$ cat src/rtl/countdown_timer.sv
// countdown_timer: hh:mm:ss down-counter. A prescaler divides clk down to a
// one-second tick, and the timer pulses done_o when the count reaches 00:00:00.
// Optional feature: define AUTO_RELOAD_EN to reload the preset when the count
// reaches zero, so the timer keeps running instead of stopping in DONE.
module countdown_timer #(
    parameter logic [3:0] FREQ       = 4'd10,
    parameter logic [2:0] UNIT       = 3'd6,
    parameter logic [3:0] TOTAL_TIME = 4'd12
) (
    input  logic       clk,
    input  logic       rst,
    input  logic       load_i,
    input  logic       start_i,
    input  logic       pause_i,
    input  logic [2:0] sec_i,
    input  logic [2:0] min_i,
    input  logic [3:0] hour_i,
    output logic [2:0] sec_o,
    output logic [2:0] min_o,
    output logic [3:0] hour_o,
    output logic       busy_o,
    output logic       done_o
);

    typedef enum logic [1:0] {
        S_IDLE  = 2'd0,
        S_RUN   = 2'd1,
        S_PAUSE = 2'd2,
        S_DONE  = 2'd3
    } state_t;

    state_t     state_q, state_d;
    logic [2:0] sec_q, sec_d;
    logic [2:0] min_q, min_d;
    logic [3:0] hour_q, hour_d;
    logic [4:0] presc_q, presc_d;
    logic       done_q, done_d;

`ifdef AUTO_RELOAD_EN
    logic [2:0] psec_q, psec_d;
    logic [2:0] pmin_q, pmin_d;
    logic [3:0] phour_q, phour_d;
    logic       preset_zero;
`endif

    logic [2:0] sec_clamp, min_clamp;
    logic [3:0] hour_clamp;
    logic [2:0] sec_dec, min_dec;
    logic [3:0] hour_dec;
    logic       value_zero;
    logic       hits_zero;
    logic       advance;
    logic       tick;

    // Clamp the preset inputs, form the borrow-chain decrement and the tick
    always_comb begin
        sec_clamp  = (sec_i >= UNIT) ? UNIT - 3'd1 : sec_i;
        min_clamp  = (min_i >= UNIT) ? UNIT - 3'd1 : min_i;
        hour_clamp = (hour_i >= TOTAL_TIME) ? TOTAL_TIME - 4'd1 : hour_i;

        value_zero = (sec_q == 3'd0) && (min_q == 3'd0) && (hour_q == 4'd0);
`ifdef AUTO_RELOAD_EN
        preset_zero = (psec_q == 3'd0) && (pmin_q == 3'd0) && (phour_q == 4'd0);
`endif

        // Hour underflow cannot occur: RUN is never entered with a zero value.
        sec_dec  = sec_q;
        min_dec  = min_q;
        hour_dec = hour_q;
        if (sec_q != 3'd0) begin
            sec_dec = sec_q - 3'd1;
        end else if (min_q != 3'd0) begin
            min_dec = min_q - 3'd1;
            sec_dec = UNIT - 3'd1;
        end else begin
            hour_dec = hour_q - 4'd1;
            min_dec  = UNIT - 3'd1;
            sec_dec  = UNIT - 3'd1;
        end
        hits_zero = (sec_dec == 3'd0) && (min_dec == 3'd0) && (hour_dec == 4'd0);

        // The pause edge does not advance the prescaler but the resume edge
        // does, so a pause/resume pair loses no time relative to the RUN cycles.
        advance = ((state_q == S_RUN) && !pause_i) ||
                  ((state_q == S_PAUSE) && start_i && !pause_i && !load_i);
        tick    = advance && (presc_q == {1'b0, FREQ - 4'd1});
    end

    // Next state and datapath update; priority is load > pause > start
    always_comb begin
        state_d = state_q;
        sec_d   = sec_q;
        min_d   = min_q;
        hour_d  = hour_q;
        presc_d = presc_q;
        done_d  = 1'b0;
`ifdef AUTO_RELOAD_EN
        psec_d  = psec_q;
        pmin_d  = pmin_q;
        phour_d = phour_q;
`endif

        if (load_i && (state_q != S_RUN)) begin
            sec_d   = sec_clamp;
            min_d   = min_clamp;
            hour_d  = hour_clamp;
            presc_d = 5'd0;
            state_d = S_IDLE;
`ifdef AUTO_RELOAD_EN
            psec_d  = sec_clamp;
            pmin_d  = min_clamp;
            phour_d = hour_clamp;
`endif
        end else begin
            case (state_q)
                S_RUN: begin
                    if (pause_i) begin
                        state_d = S_PAUSE;
                    end
                end
                S_IDLE: begin
                    if (start_i && !pause_i) begin
                        if (value_zero) begin
                            state_d = S_DONE;
                            done_d  = 1'b1;
                        end else begin
                            state_d = S_RUN;
                            presc_d = 5'd0;
                        end
                    end
                end
                S_PAUSE: begin
                    if (start_i && !pause_i) begin
                        state_d = S_RUN;
                    end
                end
                S_DONE: begin
`ifdef AUTO_RELOAD_EN
                    if (start_i && !pause_i && !preset_zero) begin
                        sec_d   = psec_q;
                        min_d   = pmin_q;
                        hour_d  = phour_q;
                        presc_d = 5'd0;
                        state_d = S_RUN;
                    end
`endif
                end
                default: state_d = S_IDLE;
            endcase
        end

        if (advance) begin
            if (tick) begin
                presc_d = 5'd0;
                if (hits_zero) begin
                    done_d = 1'b1;
`ifdef AUTO_RELOAD_EN
                    sec_d   = psec_q;
                    min_d   = pmin_q;
                    hour_d  = phour_q;
                    state_d = S_RUN;
`else
                    sec_d   = 3'd0;
                    min_d   = 3'd0;
                    hour_d  = 4'd0;
                    state_d = S_DONE;
`endif
                end else begin
                    sec_d  = sec_dec;
                    min_d  = min_dec;
                    hour_d = hour_dec;
                end
            end else begin
                presc_d = presc_q + 5'd1;
            end
        end
    end

    // State and datapath registers; synchronous reset clears everything
    always_ff @(posedge clk) begin
        if (rst) begin
            state_q <= S_IDLE;
            sec_q   <= 3'd0;
            min_q   <= 3'd0;
            hour_q  <= 4'd0;
            presc_q <= 5'd0;
            done_q  <= 1'b0;
`ifdef AUTO_RELOAD_EN
            psec_q  <= 3'd0;
            pmin_q  <= 3'd0;
            phour_q <= 4'd0;
`endif
        end else begin
            state_q <= state_d;
            sec_q   <= sec_d;
            min_q   <= min_d;
            hour_q  <= hour_d;
            presc_q <= presc_d;
            done_q  <= done_d;
`ifdef AUTO_RELOAD_EN
            psec_q  <= psec_d;
            pmin_q  <= pmin_d;
            phour_q <= phour_d;
`endif
        end
    end

    // Outputs come straight from registers
    always_comb begin
        sec_o  = sec_q;
        min_o  = min_q;
        hour_o = hour_q;
        busy_o = (state_q == S_RUN);
        done_o = done_q;
    end

endmodule

$ cat config.mk
export PLATFORM = sky130hd
export DESIGN_NAME = countdown_timer
export DESIGN_NICKNAME = d
export VERILOG_FILES = /design/src/rtl/countdown_timer.sv
export SDC_FILE = /design/constraint.sdc
export NUM_CORES = 1
export LEC_CHECK = 0
export BUFFER_PORTS_ARGS = -buffer_cell sky130_fd_sc_hd__buf_2
export CORE_MARGIN = 3
export CORE_UTILIZATION = 35
export CTS_CLUSTER_DIAMETER = 80
export CTS_CLUSTER_SIZE = 40
export DETAILED_ROUTE_END_ITERATION = 8
export HOLD_SLACK_MARGIN = 0.03
export PLACE_DENSITY_LB_ADDON = 0.3
export SLEW_MARGIN = 20
export SYNTH_ARGS = -nofsm -noshare
export SYNTH_HDL_FRONTEND = slang
export SYNTH_SLANG_ARGS = --single-unit
$ cat constraint.sdc
create_clock -name clk -period 1.95 [get_ports clk]
set_clock_uncertainty 0.1 [all_clocks]
set_input_delay 0.0975 -clock clk [delete_from_list [all_inputs] [get_ports clk]]
set_output_delay 0.0975 -clock clk [all_outputs]
set_load 0.05 [all_outputs]
==> reports/metrics.cfg, run 1 <==
[finish]
syn_to_final_growth_pct = 26.99
fin_cells = 218
multi_input_area_um2 = 711.9
nFillCells = 311
layout.nets = 194
regArea_um2 = 362.8
diodes = 0
final_layout_size_suffix_gt1_frac = 0.2586

[die]
rows = 20
die_w_um = 62.85
fp.dieArea_mm2 = 0.003949
die_h_um = 62.85
ios = 27
fp.coreArea_mm2 = 0.003078
start_util = 0.3675

[sta]
hold_viol = 0
layout_worst_path_cycle_share = 0.9679
slew_headroom = 0.7045
fin_crit_ns = 1.887
rsz0062_at_grt = true
setup_ws_ns = 0.06261
slew_viol_final = 0
setup_viol_count_final = 0
worstMarginPinSlew_ns = 0.4412
fmax_mhz = 529.8

[flow_run]
maxCapViolations = 0

[yosys]
syn-cell-area_mm2 = 0.001131
yosysTopAreaCell = dfxtp_1
synth-main-ff-cell = dfxtp_1
synth_top_area_share = 0.3186
ys_seq_area_frac = 0.3186
synthMostInstantiatedCell = dfxtp_1
synth-seq-cells = 18
async_flop_share = 0
syn_nets = 155
syn_inst = 136
synthTopCellsByArea = dfxtp_1, ha_1, nand2_1
synth_commonest_cells = dfxtp_1, nand2_1, inv_1
ys_warn_count = 0
synthDistinctLibCells = 46
postSynthAreaPerCell_um2 = 8.317
synth_edf_count = 0

[critical_path]
cp-end-kind = flip-flop
slowest_stage = or4_1
critical_path_arrival_ns = 2.03
max_stage_delay_ns = 0.50
required_ns = 2.09
critPathKind = flip-flop to flip-flop
critical_path_peak_fanout = 5
worstSetupStartpointType = flip-flop
crit_chain = ha_1 > nand4bb_1 > a211o_1 > or4_1 > a31oi_1

[clock_network]
path_clk_slew_ns = 0.12
clk-insertion-delay-late_ns = 0.30
htreeDepth = 1
post_cts_buffers = 0
cts_sinks = 18
clk_path_buf_depth = 2
cts_tree = yes
numCtsBuffers = 3
root_buffer = clkbuf_4

[global_route]
grt_max_degree = 16
grt.busiest_layer = met2
grt_use_met1 = 0.2082
grt_pass1_vias = 1161
grt_use_total = 0.1629
overflow = 0
grt_pass1_wl_um = 5250
grt_use_met2 = 0.2676
met3_usage = 0.04317
grt_antenna_before_repair = 0

[placed_design]
post-dp-hpwl_um = 2198
place.gp.congestion = 0.8185
place_ws_ns = 0.02306
placedCellCount = 209
io_buffers = 26

[route]
via_per_inst = 5.509
detail-route-antenna-nets = 0
drt_wl_total_um = 3025
via_count = 1201
dr.pass1.iters = 4
drc = 0
wire_per_inst_um = 13.88
drt-initial-drc-count = 44

[pwr]
cellPowerDensity_mw_per_mm2 = 607.7
vdd_drop_max_v = 0.0006268
power_leakage_nw = 0.6124

[min_path]
hold_class = input port to flip-flop

[status]
status = finished, final reports clean

[registers in the layout, summed over array words and instances (netlist names)]
register and count:
min_o 3, hour_o 4, state_q 2, sec_o 3, presc_q 5, done_o 1
[metal layers]
metal	wire length, um	vias to the layer above
met5	0	-
met3	122	8
li1	-	607
met4	63	0
met2	1432	33
met1	1407	553
[worst max-delay path, delay by kind of cell (launching register included)]
| family | cells | cell delay [ns] |
|---|---|---|
| flops | 1 | 0.39 |
| compound gates | 2 | 0.51 |
| fa+ha+maj | 1 | 0.16 |
| simple gates | 2 | 0.66 |
[cells by family (layout without fill, tap and decap cells)]
logic type	after synthesis	in the layout	synth area share
AOI/OAI and AO/OA	47	47	0.3053
xor gates and xnor gates	2	2	0.01549
adders and majority gates	4	4	0.04425
buffers and inverters	14	52	0.05642
DFF	18	18	0.3186
muxes	2	2	0.01880
and+or+nand+nor	49	49	0.2411
[area by class of cell]
type	count	share of cell area
inverters	10	0.02613
flip-flops and latches	18	0.2526
clock buffers	4	0.02526
repair buffers	38	0.1620
well taps	44	0.03833
multi-input cells	104	0.4956
[stage by stage]
stage          total power, mW   TNS (ns)    util  instance area (um2)  hold slack [ns]
2_1_floorplan           0.5491          0       -                 1131           0.1269
3_3_place_gp            0.6221          0  0.4362                 1343           0.3096
3_5_place_dp            0.6252          0  0.4362                 1343           0.3099
4_1_cts                 0.8802          0  0.4642                 1429          0.03001
5_1_grt                 0.9226  -0.009315  0.4667                 1436          0.04571
6_report                0.8729          0  0.4667                 1436          0.04094
[placed cells by master (no fill, tap or decap), drive strengths merged, types with 3 or more instances in the layout]
master,count
buf,33
dfxtp,18
nand2,11
inv,10
nor2,9
a21oi,7
nand3,6
dlygate4sd3,5
a31oi,4
a21o,4
o21ai,4
o211ai,4
ha,4
nor3,4
clkbuf,4
and3,3
a211oi,3
o2bb2ai,3
o311ai,3
[final timing paths]
check        slack [ns]  startpoint  cells after the start         end
max                0.06  presc_q[0]                      5   hour_o[3]
min                0.04         rst                      2  state_q[0]
max reg2reg        0.06  presc_q[0]                      5   hour_o[3]
min reg2reg        0.40  presc_q[4]                      1  presc_q[4]
[where the power goes]
group | switching [mW] | internal, mW
combinational | 0.137 | 0.0882
clock | 0.130 | 0.114
sequential | 0.0219 | 0.382
[what timing repair did]
item                       4_1_cts  5_1_grt
hold buffers                     5        0
setup endpoints to repair        0        4
hold endpoints to repair         5        0
gates resized for setup          0        4
Note: power is estimated with default switching activity, not from simulation.
==> run 2, diff against run 1 <==
--- a/config.mk
+++ b/config.mk
@@ -8,6 +8,7 @@
 export BUFFER_PORTS_ARGS = -buffer_cell sky130_fd_sc_hd__buf_2
 export CORE_MARGIN = 3
 export CORE_UTILIZATION = 35
+export CTS_BUF_LIST = sky130_fd_sc_hd__clkbuf_4 sky130_fd_sc_hd__clkbuf_8 sky130_fd_sc_hd__clkbuf_16
 export CTS_CLUSTER_DIAMETER = 80
 export CTS_CLUSTER_SIZE = 40
 export DETAILED_ROUTE_END_ITERATION = 8
==> constraint.sdc (replaced) <==
create_clock -name clk -period 1.85 [get_ports clk]
set_clock_uncertainty 0.1 [all_clocks]
set_input_delay 0.4625 -clock clk [delete_from_list [all_inputs] [get_ports clk]]
set_output_delay 0.4625 -clock clk [all_outputs]
set_load 0.05 [all_outputs]
==> run 2 against run 1 <==
  * Die area did not move
  * Hold slack improved by 0.32 ns
  * Largest cell class unchanged
  * Clock power barely moved
  * Sequential power rose by 5.9%
  * Setup slack got worse by 0.0013 ns
  * Power rose by 4.1%
  * First-iteration DRC count rose to 3.5 times the previous value
==> reports/metrics.cfg, run 2 (synthesis gave the netlist of run 1 again) <==
[die]
start_util = 0.3675
die_w_um = 62.85
rows = 20
die_h_um = 62.85
ios = 27
fp.dieArea_mm2 = 0.003949
fp.coreArea_mm2 = 0.003078

[sta]
rsz0062_at_grt = true
fmax_mhz = 559.1
slew_viol_final = 0
slew_headroom = 0.7037
fin_setup_tns_ns = 0
setup_viol_count_final = 0
hold_viol = 0
setup_ws_ns = 0.06130
layout_worst_path_cycle_share = 0.9669
worstMarginPinSlew_ns = 0.4433
fin_crit_ns = 1.789

[finish]
diodes = 0
final_area_mm2 = 0.001513
most-common-layout-cells = buf_2, buf_4, dfxtp_1
layout.nets = 199
syn_to_final_growth_pct = 33.74
final_layout_size_suffix_gt1_frac = 0.3631
final_common_cell = buf_2
top_register = presc_q
largest_reg_flops = 5

[critical_path]
critical-path-top-delay-family = compound AO/OA/AOI/OAI gates
cp-end-kind = flip-flop
worstSetupStartpointType = flip-flop
max_stage_delay_ns = 0.33
critical_path_peak_fanout = 5
required_ns = 1.93
crit_buf_inv = 2
crit_chain = inv_1 > ha_2 > nand4bb_4 > a211o_1 > buf_4 > o311ai_2 > a21oi_1
slowest_stage = dfxtp_2
critical_path_arrival_ns = 1.87
critPathKind = flip-flop to flip-flop

[clock_network]
htreeDepth = 1
numCtsBuffers = 3
path_clk_slew_ns = 0.10
root_buffer = clkbuf_4
clk-insertion-delay-late_ns = 0.29
clk_path_buf_depth = 2
cts_tree = yes
cts_sinks = 18

[route]
via_per_inst = 5.700
wire_per_inst_um = 14.37
dr.pass1.iters = 4
detail-route-antenna-nets = 0
drc = 0
drt_wl_total_um = 3204
via_count = 1271
drt-initial-drc-count = 153

[placed_design]
io_buffers = 26
dpl_cell_area_mm2 = 0.001406
place.gp.congestion = 0.8010
place_ws_ns = -0.08327
post-dp-hpwl_um = 2281

[global_route]
grt_antenna_before_repair = 0
grt_pass1_vias = 1162
grt_max_degree = 16
grt_use_total = 0.1573
overflow = 0
grt_pass1_wl_um = 5154

[pwr]
power_leakage_nw = 0.6418
power_uw = 908.7
cellPowerDensity_mw_per_mm2 = 600.7
vdd_drop_max_v = 0.0003059

[flow_run]
maxCapViolations = 0

[min_path]
hold_class = input port to flip-flop

[status]
status = finished, final reports clean

-- run 2: cell types whose count changed in the layout (fill, tap and decap cells not counted), sizes merged --
cell | previous run | this run
clkdlybuf4s15 | 0 | 1
buf | 33 | 42
dlygate4sd3 | 5 | 0
-- run 2: repair_timing --
item / 4_1_cts / 5_1_grt
setup endpoints to repair: 2 / 5
gates resized for setup: 2 / 12
setup buffers: 0 / 1
hold buffers: 0 / 0
cloned: 0 / 1
pin swaps: 1 / 4
endpoints found under the hold margin: 0 / 0
-- run 2: final cells by class --
type,count,area (um2)
inverters,10,37.54
repair buffers,43,267.8
fillers,304,1565
well taps,44,55.05
flip-flops and latches,18,367.9
multi-input cells,104,748.2
clock buffers,4,36.28
-- run 2: report_power, final --
part / internal [mW] / leakage, nW / switching [mW]
Sequential: 0.404 / 0.149 / 0.0240
Clock: 0.120 / 0.0210 / 0.123
Combinational: 0.0890 / 0.471 / 0.148
-- run 2: worst register-to-register path: stages, from the launching register on --
cell	delay, ns
dfxtp_2	0.33
inv_1	0.05
ha_2	0.19
nand4bb_4	0.13
a211o_1	0.33
buf_4	0.17
o311ai_2	0.28
a21oi_1	0.10
-- run 2: per-stage QoR --
stage                     hold WS [ns]  std cells  utilization
after global routing            0.3589        223       0.4915
after CTS                       0.3524        221       0.4707
after floorplan                 0.3637        136            -
after global placement          0.3831        217       0.4569
final                           0.3578        223       0.4915
after detailed placement        0.3887        217       0.4569
-- run 2: per-layer routing --
layer | vias up | wire, um | track usage
met4 | 0 | 29 | 0.04132
met3 | 4 | 272 | 0.04496
met1 | 597 | 1310 | 0.2052
met2 | 55 | 1591 | 0.2530
li1 | 615 | - | -
met5 | - | 0 | 0
-- run 2: worst paths after layout --
check,from,end,slack [ns],cells past startpoint
worst max-delay path,presc_q[1],min_o[0],0.06,7
worst min-delay path,hour_i[3],hour_o[3],0.36,3
worst max register to register,presc_q[1],min_o[0],0.06,7
worst min register to register,presc_q[4],presc_q[4],0.41,1
==> run 3, diff against run 2 <==
--- a/config.mk
+++ b/config.mk
@@ -7,7 +7,7 @@
 export LEC_CHECK = 0
 export BUFFER_PORTS_ARGS = -buffer_cell sky130_fd_sc_hd__buf_2
 export CORE_MARGIN = 3
-export CORE_UTILIZATION = 35
+export CORE_UTILIZATION = 40
 export CTS_BUF_LIST = sky130_fd_sc_hd__clkbuf_4 sky130_fd_sc_hd__clkbuf_8 sky130_fd_sc_hd__clkbuf_16
 export CTS_CLUSTER_DIAMETER = 80
 export CTS_CLUSTER_SIZE = 40
==> run 3 against run 2 <==
  * Final cell count decreased by 6.7%
  * Via count decreased by 1.1%
  * Power increased by 0.22%
  * Core utilization increased by 6.6 points
  * Register-to-register slack about the same
  * Cell area decreased by 4.5%
  * Clock power about the same
  * Hold slack improved by 0.0074 ns
  * Non-clock buffer count decreased by 1
  * Sequential power about the same
  * Critical endpoint is now hour_o[3]
==> reports/metrics.cfg, run 3 (synthesis gave the netlist of run 1 again) <==
[clock_network]
root_buffer = clkbuf_4
clk_path_buf_depth = 2
clk-insertion-delay-late_ns = 0.29
cts_sinks = 18
hold_buffers = 0
htreeDepth = 1
numCtsBuffers = 3
cts_tree = yes
path_clk_slew_ns = 0.11

[critical_path]
critPathKind = flip-flop to flip-flop
critical_path_peak_fanout = 5
required_ns = 1.98
worstSetupStartpointType = flip-flop
critical_path_arrival_ns = 1.91
cp-end-kind = flip-flop

[route]
dr.pass1.iters = 5
drc = 0
via_count = 1257
detail-route-antenna-nets = 0
via_per_inst = 6.043
wire_per_inst_um = 15.30
drt_wl_total_um = 3183
drt-initial-drc-count = 66

[placed_design]
post-dp-hpwl_um = 2411
io_buffers = 26
place.gp.congestion = 0.9859
placedCellCount = 204

[die]
die_h_um = 59.18
start_util = 0.4367
die_w_um = 59.18
ios = 27
fp.dieArea_mm2 = 0.003502
rows = 18
fp.coreArea_mm2 = 0.002590

[pwr]
cellPowerDensity_mw_per_mm2 = 630.8
power.switching_uw = 296.0
vdd_drop_max_v = 0.0004537
p_comb_frac = 0.265
power_leakage_nw = 0.6336
switching_share = 0.3250
clkPwrFrac = 0.269
pwr-share-seq = 0.466
p_int_uw = 614.7

[finish]
layout.nets = 198
nFillCells = 243
top_register = presc_q
fin_util = 0.5575
syn_to_final_growth_pct = 27.65
diodes = 0
largest_reg_flops = 5
most-common-layout-cells = buf_2, buf_4, dfxtp_1
final_layout_size_suffix_gt1_frac = 0.3202
fin_cells = 208
final_common_cell = buf_2

[sta]
hold_viol = 0
slew_headroom = 0.7132
fmax_mhz = 562.2
setup_viol_count_final = 0
layout_worst_path_cycle_share = 0.9615
rsz0062_at_grt = true
slew_viol_final = 0
worstMarginPinSlew_ns = 0.4292
fin_crit_ns = 1.779

[global_route]
grt_max_degree = 16
overflow = 0
grt_use_total = 0.1960
grt_pass1_vias = 1193
grt_antenna_before_repair = 0
grt_pass1_wl_um = 5319

[status]
status = finished, final reports clean

[flow_run]
maxCapViolations = 0

[min_path]
hold_class = input port to flip-flop

==> run 3: cell count changes in the layout (fill, tap and decap cells not counted), sizes merged <==
cell           before  now
clkdlybuf4s15       1    0
==> run 3: final timing paths <==
| kind | start | to | slack, ns | depth (start not counted) |
|---|---|---|---|---|
| setup / recovery | presc_q[0] | hour_o[3] | 0.07 | 5 |
| hold / removal | hour_i[3] | hour_o[3] | 0.37 | 3 |
| setup reg to reg | presc_q[0] | hour_o[3] | 0.07 | 5 |
| hold reg to reg | presc_q[0] | presc_q[0] | 0.41 | 1 |
==> run 3: critical path, cell delays in order (launching register included) <==
cell and delay, ns:
dfxtp_4 0.38, ha_1 0.14, nand4bb_1 0.16, a211o_1 0.28, or4_1 0.50, a31oi_1 0.16
==> run 3: routing by layer <==
metal	GRT usage	up-vias	routed length [um]
met5	0	-	0
met3	0.02832	4	136
met2	0.3265	29	1572
li1	-	616	-
met1	0.2569	608	1451
met4	0.06796	0	21
==> run 3: metrics by stage <==
stage	hold slack, ns	area, um2	worst slack (ns)	TNS (ns)	total power, mW
6_report	0.3652	1444	0.07115	0	0.9108
5_1_grt	0.3585	1444	-0.02008	-0.02008	0.9587
4_1_cts	0.3583	1436	0.01124	0	0.9121
3_5_place_dp	0.3925	1396	-0.07601	-0.2766	0.6702
3_3_place_gp	0.3761	1396	-0.05396	-0.1189	0.6628
2_1_floorplan	0.3637	1135	0.003686	0	0.5797
==> run 3: timing repair <==
item / in CTS / in global routing
gates resized for setup: 2 / 6
cloned: 0 / 0
setup buffers: 0 / 0
pin swaps: 0 / 1
setup endpoints to repair: 1 / 6
==> run 3: area by class of cell <==
type | instances | area, um2 | share of cell area
Multi-Input combinational cell | 104 | 706.9 | 0.4896
Sequential cell | 18 | 369.1 | 0.2556
Timing Repair Buffer | 42 | 256.5 | 0.1776
Inverter | 10 | 37.54 | 0.02600
Tap cell | 30 | 37.54 | 0.02600
Clock buffer | 4 | 36.28 | 0.02513
==> run 3: power by group through the flow <==
stage          Sequential (mW)  Clock [mW]  Combinational (mW)
5_1_grt                  0.428       0.270               0.260
3_3_place_gp             0.433           0               0.230
6_report                 0.425       0.245               0.241
2_1_floorplan            0.476           0               0.103
4_1_cts                  0.425       0.249               0.238
3_5_place_dp             0.434           0               0.237
